**config.mk**
```make
export PLATFORM = sky130hd
export DESIGN_NAME = lcd_write_sequencer
export DESIGN_NICKNAME = d
export VERILOG_FILES = /design/src/rtl/lcd_write_sequencer.sv
export SDC_FILE = /design/constraint.sdc
export NUM_CORES = 1
export LEC_CHECK = 0
export CAP_MARGIN = 20
export CORE_ASPECT_RATIO = 0.75
export CORE_MARGIN = 2
export CORE_UTILIZATION = 40
export CTS_BUF_LIST = sky130_fd_sc_hd__clkbuf_16
export CTS_CLUSTER_DIAMETER = 100
export CTS_CLUSTER_SIZE = 10
export DETAILED_ROUTE_END_ITERATION = 10
export HOLD_SLACK_MARGIN = 0.12
export PLACE_DENSITY = 0.6
export SLEW_MARGIN = 5
export SYNTH_ARGS = -nofsm -noshare
export SYNTH_HDL_FRONTEND = slang
export SYNTH_SLANG_ARGS = --single-unit
```
**constraint.sdc**
```tcl
create_clock -name HCLK -period 4.1 [get_ports HCLK]
set_input_delay 0.82 -clock HCLK [delete_from_list [all_inputs] [get_ports HCLK]]
set_output_delay 0.82 -clock HCLK [all_outputs]
set_load 0.02 [all_outputs]
```
**src/rtl/lcd_write_sequencer.sv**
```systemverilog
`default_nettype none
// ============================================================================
// Module   : lcd_write_sequencer
// Purpose  : Queues command/data words and plays them out as 8080-style
//            parallel write cycles (CS/RS/WR/DATA). Also runs the panel
//            hardware-reset sequence (LCD_RST pulse plus wake-up wait)
//            after HRESET or on an rst_req pulse.
// Ports    : HCLK/HRESET          clock, asynchronous active-high reset
//            in_valid/in_ready    word handshake (in_rs, in_data)
//            rst_req              abort, flush and rerun the panel reset
//            busy/init_done       status, fifo_level = words queued
//            LCD_CS/RS/WR/RD/RST  panel control pins (CS/WR/RD/RST act-low)
//            LCD_DATA             panel data bus
// Revision : 1.0 - initial release
// ============================================================================
module lcd_write_sequencer #(
    parameter int FIFO_DEPTH   = 4,
    parameter int SETUP_CYC    = 2,
    parameter int WR_LOW_CYC   = 3,
    parameter int HOLD_CYC     = 2,
    parameter int RST_CYC      = 50000,
    parameter int RST_WAIT_CYC = 6000000
) (
    input  logic                        HCLK,
    input  logic                        HRESET,
    input  logic                        in_valid,
    output logic                        in_ready,
    input  logic                        in_rs,
    input  logic [15:0]                 in_data,
    input  logic                        rst_req,
    output logic                        busy,
    output logic                        init_done,
    output logic [$clog2(FIFO_DEPTH):0] fifo_level,
    output logic                        LCD_CS,
    output logic                        LCD_RS,
    output logic                        LCD_WR,
    output logic                        LCD_RD,
    output logic                        LCD_RST,
    output logic [15:0]                 LCD_DATA
);

    localparam int PTR_W   = $clog2(FIFO_DEPTH);
    localparam int LVL_W   = PTR_W + 1;
    localparam int MAX_A   = (SETUP_CYC > WR_LOW_CYC) ? SETUP_CYC : WR_LOW_CYC;
    localparam int MAX_B   = (HOLD_CYC > RST_CYC) ? HOLD_CYC : RST_CYC;
    localparam int MAX_C   = (MAX_A > MAX_B) ? MAX_A : MAX_B;
    localparam int CNT_MAX = (MAX_C > RST_WAIT_CYC) ? MAX_C : RST_WAIT_CYC;
    localparam int CNT_W   = (CNT_MAX > 1) ? $clog2(CNT_MAX) : 1;

    // Terminal counts: a state lasting N cycles exits when the counter,
    // cleared on entry, reaches N-1.
    localparam logic [CNT_W-1:0] C_SETUP_LAST = CNT_W'(SETUP_CYC - 1);
    localparam logic [CNT_W-1:0] C_WR_LAST    = CNT_W'(WR_LOW_CYC - 1);
    localparam logic [CNT_W-1:0] C_HOLD_LAST  = CNT_W'(HOLD_CYC - 1);
    localparam logic [CNT_W-1:0] C_RST_LAST   = CNT_W'(RST_CYC - 1);
    localparam logic [CNT_W-1:0] C_WAIT_LAST  = CNT_W'(RST_WAIT_CYC - 1);
    localparam logic [LVL_W-1:0] C_FULL       = LVL_W'(FIFO_DEPTH);

    localparam logic [2:0] S_RST_LOW  = 3'd0;
    localparam logic [2:0] S_RST_WAIT = 3'd1;
    localparam logic [2:0] S_IDLE     = 3'd2;
    localparam logic [2:0] S_SETUP    = 3'd3;
    localparam logic [2:0] S_STROBE   = 3'd4;
    localparam logic [2:0] S_HOLD     = 3'd5;

    logic [2:0]       state_q, state_d;
    logic [CNT_W-1:0] cnt_q, cnt_d;
    logic             cs_q, cs_d;
    logic             wr_q, wr_d;
    logic             rd_q;
    logic             rs_q, rs_d;
    logic [15:0]      data_q, data_d;
    logic             lrst_q, lrst_d;
    logic             rdy_q, rdy_d;
    logic             init_q, init_d;
    logic             busy_q, busy_d;
    logic [LVL_W-1:0] lvl_q, lvl_d;
    logic [PTR_W-1:0] wr_ptr_q, wr_ptr_d;
    logic [PTR_W-1:0] rd_ptr_q, rd_ptr_d;
    logic [16:0]      mem_q [FIFO_DEPTH];
    logic             push;
    logic             pop;

    always_comb begin
        state_d  = state_q;
        cnt_d    = cnt_q + CNT_W'(1);
        cs_d     = cs_q;
        wr_d     = wr_q;
        rs_d     = rs_q;
        data_d   = data_q;
        lrst_d   = lrst_q;
        init_d   = init_q;
        pop      = 1'b0;
        push     = in_valid & rdy_q;
        wr_ptr_d = wr_ptr_q;
        rd_ptr_d = rd_ptr_q;

        case (state_q)
            S_RST_LOW: begin
                if (cnt_q == C_RST_LAST) begin
                    lrst_d  = 1'b1;
                    state_d = S_RST_WAIT;
                    cnt_d   = '0;
                end
            end
            S_RST_WAIT: begin
                if (cnt_q == C_WAIT_LAST) begin
                    init_d  = 1'b1;
                    state_d = S_IDLE;
                    cnt_d   = '0;
                end
            end
            S_IDLE: begin
                cnt_d = '0;
                if (lvl_q != '0) begin
                    pop     = 1'b1;
                    cs_d    = 1'b0;
                    state_d = S_SETUP;
                end
            end
            S_SETUP: begin
                if (cnt_q == C_SETUP_LAST) begin
                    wr_d    = 1'b0;
                    state_d = S_STROBE;
                    cnt_d   = '0;
                end
            end
            S_STROBE: begin
                if (cnt_q == C_WR_LAST) begin
                    wr_d    = 1'b1;
                    state_d = S_HOLD;
                    cnt_d   = '0;
                end
            end
            S_HOLD: begin
                if (cnt_q == C_HOLD_LAST) begin
                    cnt_d = '0;
                    // Chain straight into the next word so CS stays low
                    // and there is no idle gap between back-to-back writes.
                    if (lvl_q != '0) begin
                        pop     = 1'b1;
                        state_d = S_SETUP;
                    end else begin
                        cs_d    = 1'b1;
                        state_d = S_IDLE;
                    end
                end
            end
            default: begin
                state_d = S_RST_LOW;
                cnt_d   = '0;
            end
        endcase

        if (pop) begin
            rs_d   = mem_q[rd_ptr_q][16];
            data_d = mem_q[rd_ptr_q][15:0];
        end

        // rst_req overrides everything, including a push in the same cycle
        // and a strobe in progress.
        if (rst_req) begin
            push    = 1'b0;
            pop     = 1'b0;
            state_d = S_RST_LOW;
            cnt_d   = '0;
            wr_d    = 1'b1;
            cs_d    = 1'b1;
            lrst_d  = 1'b0;
            init_d  = 1'b0;
        end

        if (rst_req) begin
            lvl_d    = '0;
            wr_ptr_d = '0;
            rd_ptr_d = '0;
        end else begin
            lvl_d = lvl_q + LVL_W'(push) - LVL_W'(pop);
            if (push) wr_ptr_d = wr_ptr_q + PTR_W'(1);
            if (pop)  rd_ptr_d = rd_ptr_q + PTR_W'(1);
        end

        // Status outputs are registered, so they are derived from next state.
        rdy_d  = init_d & (lvl_d != C_FULL) &
                 (state_d != S_RST_LOW) & (state_d != S_RST_WAIT);
        busy_d = (state_d != S_IDLE) | (lvl_d != '0);
    end

    always_ff @(posedge HCLK or posedge HRESET) begin
        if (HRESET) begin
            state_q  <= S_RST_LOW;
            cnt_q    <= '0;
            cs_q     <= 1'b1;
            wr_q     <= 1'b1;
            rd_q     <= 1'b1;
            rs_q     <= 1'b0;
            data_q   <= '0;
            lrst_q   <= 1'b0;
            rdy_q    <= 1'b0;
            init_q   <= 1'b0;
            busy_q   <= 1'b1;
            lvl_q    <= '0;
            wr_ptr_q <= '0;
            rd_ptr_q <= '0;
        end else begin
            state_q  <= state_d;
            cnt_q    <= cnt_d;
            cs_q     <= cs_d;
            wr_q     <= wr_d;
            rd_q     <= 1'b1;
            rs_q     <= rs_d;
            data_q   <= data_d;
            lrst_q   <= lrst_d;
            rdy_q    <= rdy_d;
            init_q   <= init_d;
            busy_q   <= busy_d;
            lvl_q    <= lvl_d;
            wr_ptr_q <= wr_ptr_d;
            rd_ptr_q <= rd_ptr_d;
        end
    end

    // Storage needs no reset: the level counter defines what is valid.
    always_ff @(posedge HCLK) begin
        if (push) begin
            mem_q[wr_ptr_q] <= {in_rs, in_data};
        end
    end

    assign in_ready   = rdy_q;
    assign busy       = busy_q;
    assign init_done  = init_q;
    assign fifo_level = lvl_q;
    assign LCD_CS     = cs_q;
    assign LCD_RS     = rs_q;
    assign LCD_WR     = wr_q;
    assign LCD_RD     = rd_q;
    assign LCD_RST    = lrst_q;
    assign LCD_DATA   = data_q;

endmodule
`default_nettype wire

```
==> results.cfg, run 1 <==
[worst_setup_path]
path_max_fanout = 7
worstPathCellList = or4_1, or4_1, o21bai_2, nand2_2, nor2_1, ha_1, inv_1, ha_1, inv_1, fa_1, xor2_1, xnor2_1, a21oi_1, a211oi_1, nand4_1
cp_top_family = simple AND/OR/NAND/NOR gates
setup.worst_path.class = reg -> reg
crit_path_start_kind = flop
cp.arrival_ps = 3950
critPathSlowestCell = or4_1
endpoint_kind = flop
slowest_delay_ps = 590
cp_num_buf_inv = 2
worstPathRequired_ps = 4420

[clock_tree]
cts.clk_slew.worst_paths_ps = 50
cts.sinks = 124
cts_tree = built
cts_max_level = 4
root_buffer = clkbuf_16
postCtsResizedCells = 0
cts_made_buffers = 17
cts_buffer_depth = 2
cts_hold_buf = 0
post_cts_buffers = 0
clk-insertion-delay-late_ps = 410

[worst_hold_path]
holdCritPathClass = reg -> reg

[global_routing]
grt_busiest_layer = met1
grt_max_degree = 30
grt_pass1_wl_um = 17800
grt_pass1_vias = 3344
overflow = 0
grtUsageTotal = 0.161
grt.met3_usage = 0.0568
use_met1 = 0.229
grtUsageMet2 = 0.228
antenna_found_initial = 0

[logic_synthesis]
ys_async_sr_fraction = 0.452
synth_seq_cells = 124
synth.avg_cell_area_um2 = 14.1
yosysSeqAreaShare = 0.634
synth_area_mm2 = 0.00544
syn_inst = 386
synth_nets = 417
synth-main-ff-cell = edfxtp_1
synth_edf_count = 68
yosys_warnings = 0
synth_cell_type_count = 51

[power]
clkPwrFrac = 0.482
p_per_area_mw_per_mm2 = 422
fin_total_pwr_mw = 2.78
p_int_mw = 2.19
share_seq_of_total_power = 0.482
vdd_drop_max_uv = 291
switching_share = 0.211
p_comb_frac = 0.035
switchingPower_mw = 0.586
p_leak_nw = 2.43

[placed_design]
gp_congestion = 0.916
io_buffers = 46
place_hpwl_um = 6900

[cells_and_area]
diodes = 0
syn2layout_area_growth_pct = 21.2
drive_above_1_share = 0.179
finalNetCount = 466
fillers = 1096

[run]
cap_violations = 0

[timing]
post-route-period-util = 0.884
rsz0062_at_grt = false
setup_viol = 0
skew_ps = 4.82
worstMarginPinSlew_ps = 963
slew_headroom = 0.358
drv_slew = 0
finalCriticalPeriod_ps = 3620
final_hold_viol_count = 0
tns_ps = 0
timing.fmax_mhz = 276

[die]
ios = 48
rows = 36
core_area_mm2 = 0.0131
initial_core_util = 0.415
die_w_um = 139
die_h_um = 105
dieArea_mm2 = 0.0145

[detailed_routing]
viasPerCell = 5.25
drt_first_pass_iters = 4
wirelength_um = 10700
wl_per_cell_um = 17.2
drc = 0
drt_iter0_drc = 237
vias = 3249
detail-route-antenna-nets = 0

[run_status]
outcome = finished clean
==> cells in the final DEF, fill, tap and decap left out, drive strengths merged, types with 5 or more instances in the layout <==
| cell | instances |
|---|---|
| clkbuf | 17 |
| or4 | 6 |
| mux2 | 18 |
| dfrtp | 53 |
| and2 | 6 |
| clkinv | 9 |
| inv | 14 |
| a21oi | 31 |
| nand2 | 12 |
| xor2 | 5 |
| nor2b | 6 |
| nand4 | 10 |
| nand3 | 10 |
| clkdlybuf4s50 | 46 |
| ha | 9 |
| mux4 | 17 |
| edfxtp | 68 |
| xnor2 | 19 |
| nor2 | 23 |
| nor3 | 16 |
==> kinds of logic after synthesis <==
kind of cell / after synthesis / share of synthesized area
muxes: 35 / 0.108
other: 1 / 0.000690
and+or+nand+nor: 110 / 0.112
xor gates and xnor gates: 24 / 0.0387
DFF: 124 / 0.634
buffers and inverters: 33 / 0.0253
adders and majority gates: 10 / 0.0244
AOI/OAI and AO/OA: 49 / 0.0571
==> through the flow <==
stage          setup WS (ps)   util  cell area, µm²  instances  hold slack [ps]
3_5_place_dp             498  0.462            6050        587              496
5_1_grt                  155  0.502            6590        619              526
2_1_floorplan            403      -            5440        386              488
3_3_place_gp             546  0.462            6050        587              483
6_report                 475  0.502            6590        619              505
4_1_cts                  470  0.502            6590        619              508
==> registers in the layout, summed over array words and instances (netlist names) <==
register / flops
LCD_CS: 1
LCD_DATA: 16
LCD_RS: 1
LCD_RST: 1
LCD_WR: 1
busy: 1
cnt_q: 23
fifo_level: 3
in_ready: 1
init_done: 1
mem_q: 68
rd_ptr_q: 2
state_q: 3
wr_ptr_q: 2
==> synth_stat cells (all sizes together), types with 10 or more instances <==
| master | instances | area share |
|---|---|---|
| edfxtp | 68 | 0.38 |
| dfrtp | 53 | 0.24 |
| a21oi | 31 | 0.029 |
| nor2 | 23 | 0.016 |
| xnor2 | 19 | 0.031 |
| mux2 | 18 | 0.037 |
| mux4 | 17 | 0.070 |
| nor3 | 16 | 0.015 |
| clkbuf | 14 | 0.0097 |
| inv | 13 | 0.0090 |
| nand2 | 12 | 0.0087 |
| nand3 | 10 | 0.0092 |
| nand4 | 10 | 0.012 |
==> routing by layer <==
layer | vias up | share of wire
li1 | 1541 | -
met1 | 1644 | 0.50
met2 | 59 | 0.46
met3 | 5 | 0.032
met4 | 0 | 0.0073
met5 | - | 0
==> worst paths after layout <==
path,start,to,slack (ps),depth (start not counted)
setup / recovery,cnt_q[7],busy,480,15
hold reg to reg,LCD_DATA[10],LCD_DATA[10],500,1
min in group asynchronous,HRESET,LCD_DATA[8],840,2
max in group asynchronous,HRESET,LCD_WR,2380,3
setup reg to reg,cnt_q[7],busy,480,15
hold / removal,LCD_DATA[10],LCD_DATA[10],500,1
==> worst register-to-register path, delay by kind of cell, from the launching register on <==
| kind | cells | cell delay, ps |
|---|---|---|
| simple gates | 5 | 1440 |
| fa+ha+maj | 3 | 720 |
| flops | 1 | 440 |
| buf+inv | 2 | 100 |
| xor+xnor | 2 | 340 |
| compound gates | 3 | 490 |
==> cell type report <==
| type | instances | area [µm²] | share of cell area |
|---|---|---|---|
| repair buffers | 50 | 490 | 0.0745 |
| inverters | 13 | 48.8 | 0.00741 |
| multi-input cells | 229 | 1850 | 0.281 |
| clock buffers | 17 | 425 | 0.0646 |
| well taps | 171 | 214 | 0.0325 |
| clock inverters | 15 | 109 | 0.0165 |
| flip-flops and latches | 124 | 3450 | 0.523 |
==> power by group through the flow <==
stage               Sequential (mW)  Combinational [mW]  Clock, mW
floorplan                      1.37              0.0331          0
global placement               1.36              0.0975          0
detailed placement             1.36              0.0995          0
CTS                            1.34              0.0998       1.38
global route                   1.34               0.107       1.43
finish                         1.34              0.0981       1.34
No activity file was read; power rests on OpenSTA's default activity.
==> inputs of run 2 (changes only) <==
--- a/config.mk
+++ b/config.mk
@@ -15,7 +15,7 @@
 export DETAILED_ROUTE_END_ITERATION = 10
 export HOLD_SLACK_MARGIN = 0.12
 export PLACE_DENSITY = 0.6
-export SLEW_MARGIN = 5
+export SLEW_MARGIN = 40
 export SYNTH_ARGS = -nofsm -noshare
 export SYNTH_HDL_FRONTEND = slang
 export SYNTH_SLANG_ARGS = --single-unit
==> results.cfg, run 2 (synthesis gave the netlist of run 1 again) <==
[die]
ios = 48
rows = 36
die_w_um = 139
dieArea_mm2 = 0.0145
initial_core_util = 0.415
die_h_um = 105
core_area_mm2 = 0.0131

[run]
cap_violations = 0

[worst_setup_path]
critPathSlowestCell = or4_1
setup.worst_path.class = reg -> reg
path_max_fanout = 7
slowest_delay_ps = 600
worstPathCellList = or4_1, or4_1, o21bai_2, nand2_2, nor2_1, ha_1, inv_1, ha_1, inv_1, fa_1, xor2_1, xnor2_1, a21oi_1, a211oi_1, nand4_1
cp.arrival_ps = 3970
endpoint_kind = flop
crit_path_start_kind = flop
worstPathRequired_ps = 4430

[global_routing]
grt_pass1_vias = 3374
overflow = 0
grtUsageTotal = 0.160
grt_pass1_wl_um = 17800
antenna_found_initial = 0
grt_max_degree = 30

[power]
vdd_drop_max_uv = 293
p_leak_nw = 2.44
fin_total_pwr_mw = 2.78
p_per_area_mw_per_mm2 = 421

[detailed_routing]
vias = 3225
drc = 0
viasPerCell = 5.21
detail-route-antenna-nets = 0
drt_first_pass_iters = 4
wl_per_cell_um = 17.3
wirelength_um = 10700
drt_iter0_drc = 198

[timing]
drv_slew = 0
post-route-period-util = 0.889
finalCriticalPeriod_ps = 3640
worstMarginPinSlew_ps = 820
timing.fmax_mhz = 274
slew_headroom = 0.453
rsz0062_at_grt = false
setup_viol = 0
final_hold_viol_count = 0
tns_ps = 0
skew_ps = 5.81

[clock_tree]
cts.clk_slew.worst_paths_ps = 50
cts_made_buffers = 17
post_cts_buffers = 0
cts_hold_buf = 0
cts_max_level = 4
cts_buffer_depth = 2
root_buffer = clkbuf_16
postCtsResizedCells = 0
cts.sinks = 124
clk-insertion-delay-late_ps = 410
cts_tree = built

[cells_and_area]
diodes = 0
finalNetCount = 466
drive_above_1_share = 0.188
final_common_cell = edfxtp_1
regMostFlops = mem_q
largest_register_ffs = 68
syn2layout_area_growth_pct = 21.3
fin_area_mm2 = 0.00659
fillers = 1114
mostFrequentLayoutCells = edfxtp_1, dfrtp_1, clkdlybuf4s50_1, a21oi_1, nor2_1

[placed_design]
gp_congestion = 0.916
io_buffers = 46
place_hpwl_um = 6890
dpl-instance-area_mm2 = 0.00606

[run_status]
outcome = finished clean

[worst_hold_path]
holdCritPathClass = reg -> reg
run 2: routing by layer:
layer  routed length [µm]  vias to the layer above  share of wire  global-route usage
li1                     -                     1543              -                   -
met1                 5160                     1595           0.48               0.225
met2                 4780                       73           0.45               0.233
met3                  573                       14          0.054              0.0509
met4                  169                        0          0.016              0.0628
met5                    0                        -              0                   0
run 2: path summary, 6_finish.rpt:
check,startpoint,to,slack (ps),depth (start not counted)
setup / recovery,cnt_q[7],busy,460,15
hold / removal,LCD_DATA[15],LCD_DATA[15],500,1
setup reg to reg,cnt_q[7],busy,460,15
hold reg to reg,LCD_DATA[15],LCD_DATA[15],500,1
max in group asynchronous,HRESET,LCD_WR,2390,3
min in group asynchronous,HRESET,LCD_DATA[4],830,2
run 2: worst max-delay path, delay by kind of cell (launching register included):
kind / cells / cell delay, ps
AOI/OAI and AO/OA: 3 / 480
buffers and inverters: 2 / 100
adders and majority gates: 3 / 720
DFF: 1 / 440
xor gates and xnor gates: 2 / 340
and+or+nand+nor: 5 / 1470
run 2: through the flow:
step	worst slack, ps	utilization	instances	hold slack [ps]
4_1_cts	464	0.503	619	508
2_1_floorplan	403	-	386	488
5_1_grt	161	0.503	619	526
3_3_place_gp	546	0.462	587	483
6_report	456	0.503	619	504
3_5_place_dp	501	0.462	587	496
run 2: cell type report:
| class | instances | area (µm²) | area share |
|---|---|---|---|
| Inverter | 13 | 48.8 | 0.00740 |
| Tap cell | 171 | 214 | 0.0325 |
| Sequential cell | 124 | 3450 | 0.523 |
| Clock inverter | 15 | 109 | 0.0165 |
| Clock buffer | 17 | 425 | 0.0645 |
| Multi-Input combinational cell | 229 | 1860 | 0.282 |
| Timing Repair Buffer | 50 | 490 | 0.0744 |
run 2: report_power, final:
group / switching (mW) / internal (mW)
clock: 0.523 / 0.815
sequential: 0.00915 / 1.33
combinational: 0.0526 / 0.0450
